**src/rtl/mem_port_arbiter.sv**
```systemverilog
// Shares one single-ported memory between instruction fetch and data load/store.
// One access at a time, fixed MEM_LATENCY, fair alternation on ties; all outputs registered.
module mem_port_arbiter #(
    parameter int MEM_LATENCY = 2,
    parameter int ADDR_W      = 32,
    parameter int DATA_W      = 32
) (
    input  logic              clk,
    input  logic              rst,
    input  logic              if_req,
    input  logic [ADDR_W-1:0] if_addr,
    output logic              if_gnt,
    output logic              if_valid,
    output logic [DATA_W-1:0] if_rdata,
    input  logic              d_req,
    input  logic              d_we,
    input  logic [ADDR_W-1:0] d_addr,
    input  logic [DATA_W-1:0] d_wdata,
    output logic              d_gnt,
    output logic              d_valid,
    output logic [DATA_W-1:0] d_rdata,
    output logic              mem_en,
    output logic              mem_we,
    output logic [ADDR_W-1:0] mem_addr,
    output logic [DATA_W-1:0] mem_wdata,
    input  logic [DATA_W-1:0] mem_rdata,
    output logic              busy
);

    typedef enum logic [1:0] {IDLE, ISSUE, WAIT, DONE} state_t;

    localparam logic SEL_IF = 1'b0;
    localparam logic SEL_D  = 1'b1;

    state_t     state, state_nxt;
    logic       last_grant, grant_nxt;
    logic       take;
    logic       cur_we;
    logic [3:0] cnt;

    // last_grant doubles as the owner of the access in flight.
    always_comb begin
        state_nxt = state;
        grant_nxt = last_grant;
        take      = 1'b0;
        case (state)
            IDLE, DONE: begin
                if (if_req && d_req) begin
                    take      = 1'b1;
                    grant_nxt = ~last_grant;
                end else if (if_req) begin
                    take      = 1'b1;
                    grant_nxt = SEL_IF;
                end else if (d_req) begin
                    take      = 1'b1;
                    grant_nxt = SEL_D;
                end
                state_nxt = take ? ISSUE : IDLE;
            end
            ISSUE:   state_nxt = WAIT;
            WAIT:    if (cnt == 4'd1) state_nxt = DONE;
            default: state_nxt = IDLE;
        endcase
    end

    always_ff @(posedge clk or posedge rst) begin
        if (rst) begin
            state      <= IDLE;
            last_grant <= SEL_D;
        end else begin
            state      <= state_nxt;
            last_grant <= grant_nxt;
        end
    end

    // Outputs are computed one cycle ahead from the next state so they come straight off flops.
    always_ff @(posedge clk or posedge rst) begin
        if (rst) begin
            if_gnt    <= 1'b0;
            if_valid  <= 1'b0;
            if_rdata  <= '0;
            d_gnt     <= 1'b0;
            d_valid   <= 1'b0;
            d_rdata   <= '0;
            mem_en    <= 1'b0;
            mem_we    <= 1'b0;
            mem_addr  <= '0;
            mem_wdata <= '0;
            busy      <= 1'b0;
            cur_we    <= 1'b0;
            cnt       <= '0;
        end else begin
            if_gnt   <= take && (grant_nxt == SEL_IF);
            d_gnt    <= take && (grant_nxt == SEL_D);
            mem_en   <= take;
            mem_we   <= take && (grant_nxt == SEL_D) && d_we;
            busy     <= (state_nxt == ISSUE) || (state_nxt == WAIT);
            if_valid <= (state == WAIT) && (state_nxt == DONE) && (last_grant == SEL_IF);
            d_valid  <= (state == WAIT) && (state_nxt == DONE) && (last_grant == SEL_D);

            if (take) begin
                cur_we <= (grant_nxt == SEL_D) && d_we;
                if (grant_nxt == SEL_IF) begin
                    mem_addr <= if_addr;
                end else begin
                    mem_addr  <= d_addr;
                    mem_wdata <= d_wdata;
                end
            end

            if (state == ISSUE)
                cnt <= 4'(MEM_LATENCY);
            else if (state == WAIT)
                cnt <= cnt - 4'd1;

            // Read data is sampled on the edge that closes the last WAIT cycle.
            if ((state == WAIT) && (cnt == 4'd1)) begin
                if (last_grant == SEL_IF)
                    if_rdata <= mem_rdata;
                else if (!cur_we)
                    d_rdata <= mem_rdata;
            end
        end
    end

endmodule

```
**config.mk**
```make
export PLATFORM = sky130hd
export DESIGN_NAME = mem_port_arbiter
export DESIGN_NICKNAME = d
export VERILOG_FILES = /design/src/rtl/mem_port_arbiter.sv
export SDC_FILE = /design/constraint.sdc
export NUM_CORES = 1
export LEC_CHECK = 0
export CAP_MARGIN = 10
export CELL_PAD_IN_SITES_DETAIL_PLACEMENT = 0
export CELL_PAD_IN_SITES_GLOBAL_PLACEMENT = 1
export CORE_ASPECT_RATIO = 0.6
export CORE_MARGIN = 5
export CORE_UTILIZATION = 35
export CTS_CLUSTER_DIAMETER = 60
export CTS_CLUSTER_SIZE = 28
export DETAILED_ROUTE_END_ITERATION = 6
export MAX_ROUTING_LAYER = met4
export PLACE_DENSITY_LB_ADDON = 0.1
export REMOVE_ABC_BUFFERS = 1
export SETUP_SLACK_MARGIN = 0.5
export SYNTH_ARGS = -nofsm -noshare
export SYNTH_HDL_FRONTEND = slang
export SYNTH_SLANG_ARGS = --single-unit
```
**constraint.sdc**
```tcl
create_clock -name clk -period 11 [get_ports clk]
set_input_delay 2.2 -clock clk [delete_from_list [all_inputs] [get_ports clk]]
set_output_delay 2.2 -clock clk [all_outputs]
set_load 0.01 [all_outputs]
```
==> impl_results.md <==
* H-Tree Level Count at 4
* Final routed DRC violation total at 0
* Final Hold Fails at 0
* Number of setup violations in the final report at 0
* Post-detail-place hpwl at 11.8 mm
* Post-route fraction of the period consumed by the critical path at 37.9%
* Worst min-delay path category: reg2reg
* Peak fanout along the critical path at 50
* Element type at the critical path start: primary input
* Clk sinks at 143
* Non-filler cells, final at 874
* Critical register-to-register path startpoint: state[0]
* Cell count after placement at approximately 840
* Drt first-iter violations at around 160
* Hold wc startpoint: mem_wdata[3]
* Crit path buf inv count at 2
* Critical path start-end classification: in2reg
* PD cells at between 300 and 400 nW/µm²
* Crit. End Element: register
* Capture point of the worst reg-to-reg path: mem_wdata[6]
* R2R setup slack at roughly 8.3 ns
* Netlist area before placement at 5880 µm²
* WP depth at 5
* Clock-pin transition on the worst setup and hold timing paths at 0.06 ns
* TritonCTS clock tree: done
* Filler cell count in the final layout at around 1300
* Post-synthesis cell count at approximately 370
* Transition at the pin with the smallest max-transition slack at roughly 1.2 ns
* Static leakage at 4.02 nW
* Predominant post-synthesis flop cell: dfrtp_1
* Synth area leader: dfrtp_1
* Footprint of the flip-flops and latches at 3580 µm²
* Number of nets with antenna violations after routing at 0
* Die height at approximately 110 µm
* Clock root buffer: clkbuf_16
* Cell with the most instances after synthesis: dfrtp_1
* List of cells traversed by the critical path: clkdlybuf4s50_1, nand2_1, a21oi_4, buf_4, mux2_2
* Worst skew pair latency at a little over 0.4 ns
* First-pass iteration count of the detailed router at 4
* Number of top-level pins at ~270
* CTS resizes at 0
* Cts bufs inserted at 17
* Crit path DAT at 4.45 ns
* Number of warnings issued by yosys at 0
* Stage delay of the slowest cell on the critical path at between 0.6 and 0.7 ns
* Number of synthesized flops with an enable pin at 0
* Worst-case clock skew at ~0.014 ns
* Area of the core at approximately 16000 µm²
* Area contributors post-synth: dfrtp_1, mux2_4, mux2_2
* Hold slack at between 0.5 and 0.6 ns
* Synthesis-to-layout area growth at 57.6%
* Number of cells on the worst reg-to-reg path at 6
* Critical path's top delay family: buffers and inverters
* Clock period minus worst slack at roughly 4.2 ns
* Post-synth cell types at 25
* Nets at between 700 and 800
* Ant. Diodes at 0
* Leading post-synthesis cells by instance count: dfrtp_1, mux2_4, mux2_2, and2_1, a221o_1
* Wire length after detailed routing at 16.6 mm
* Hold bufs inserted after CTS at 0
* Avg Inst Size Synth at 16.1 µm²
* Max cap viols at 0
* Maximum count of clock buffers along a single path at 2
* Number of global-route vias before repair at between 4000 and 5000
* Row count at 36
* Fraction of layout cells with a size suffix above 1 at roughly 22%
* Cell type of the slowest stage on the worst timing path: buf_4
* Area of combinational cells with multiple inputs at 2100 µm²
* Number of buffer cells added on primary ports at 267
* Power after layout at 2.85 mW
* Required time of the worst setup path at ~11 ns
* Global-route wire length before repair at approximately 26 mm
* Number of antenna violations at the first check in global routing at 0
* Horizontal extent of the die at 177 µm
* Register bit total from synthesis at between 100 and 150
* Fin. max-slew vios at 0
* Placer Congestion at around 0.82
* Layout Utilization at around 57%
* Vias/cell at about 4.7
* Hold Crit Endpoint: mem_wdata[3]
* Sequential fraction of the synthesis area at 60.8%
* GR Util All Layers at between 10% and 20%
* Achievable frequency at roughly 240 MHz
* Overflow left after global routing at 0
* Setup repair after global routing missed its margin: false
* Starting density of the core at 36.0%
* Total Die Area at around 20000 µm²
* Worst IR Drop VDD at 132 µV
* Fraction of registers with async set/reset at 100%
* DR vias at around 4100
* Buffers inserted by post-CTS timing repair at 0
* Proportion of netlist area held by the largest area contributor at around three fifths
* Setup TNS at 0 ns
* Routed WL per cell at ~19 µm
* Worst relative slew slack at between 20% and 30%
* WHS Path Cells at 1
* Maximum number of pins on one net before global-route repair at 84
* Result of the run: complete, no violations
[cell type report]
class                   count  area share (%)
clock buffers              20            4.92
well taps                 228            3.08
inverters                   8           0.378
clock inverters            12            1.35
flip-flops and latches    143            38.6
repair buffers            270            29.1
multi-input cells         193            22.6
[through the flow]
stage | area [µm²] | worst slack (ns)
final | 9280 | 6.83
after global routing | 9280 | 6.68
after CTS | 9270 | 6.84
after detailed placement | 8690 | 6.41
after global placement | 8690 | 6.49
after floorplan | 5690 | 4.96
[where the power goes]
group	switching, mW	internal (mW)
Sequential	0.149	0.797
Clock	0.236	0.330
Combinational	0.514	0.825
[kinds of logic (layout without fill, tap and decap cells)]
kind of cell	after synthesis	after routing	share of synthesized area, %
compound gates	43	43	6.72
fa+ha+maj	5	5	1.06
buf+inv	29	310	3.85
flops	143	143	60.8
mux	97	97	22.4
simple gates	48	48	5.15
[how the worst max path moves through the flow]
stage | start | endpoint | slack, ns
detailed placement | d_req | mem_wdata[30] | 6.41
finish | d_req | mem_wdata[6] | 6.83
global route | d_req | mem_wdata[13] | 6.68
floorplan | rst | busy | 4.96
global placement | d_req | mem_wdata[8] | 6.49
CTS | d_req | mem_wdata[6] | 6.84
[cell usage in the layout (no fill, tap or decap), types with 2 or more instances in the layout]
master           instances
a221o_1                 32
a22o_1                   2
and2_1                  33
buf_4                    3
clkbuf_16               17
clkbuf_8                 2
clkdlybuf4s50_1        267
clkinvlp_4               3
dfrtp_1                142
ha_1                     5
inv_1                    6
inv_6                    7
mux2_2                  37
mux2_4                  60
nand2_1                  6
nor2_1                   4
nor3_1                   2
o21ai_0                  4
[state kept, by name, indices dropped and copies added (netlist names)]
name,flops
mem_we,1
if_gnt,1
mem_en,1
cnt,4
mem_wdata,32
d_gnt,1
if_rdata,32
mem_addr,32
state,2
cur_we,1
busy,1
if_valid,1
d_rdata,32
last_grant,1
d_valid,1
[per-layer routing]
| metal | wire, µm | global-route usage, % |
|---|---|---|
| met2 | 7640 | 26.2 |
| met4 | 275 | 5.05 |
| met1 | 7010 | 21.2 |
| met5 | 0 | - |
| met3 | 1630 | 7.65 |
No activity file was read; power rests on OpenSTA's default activity.
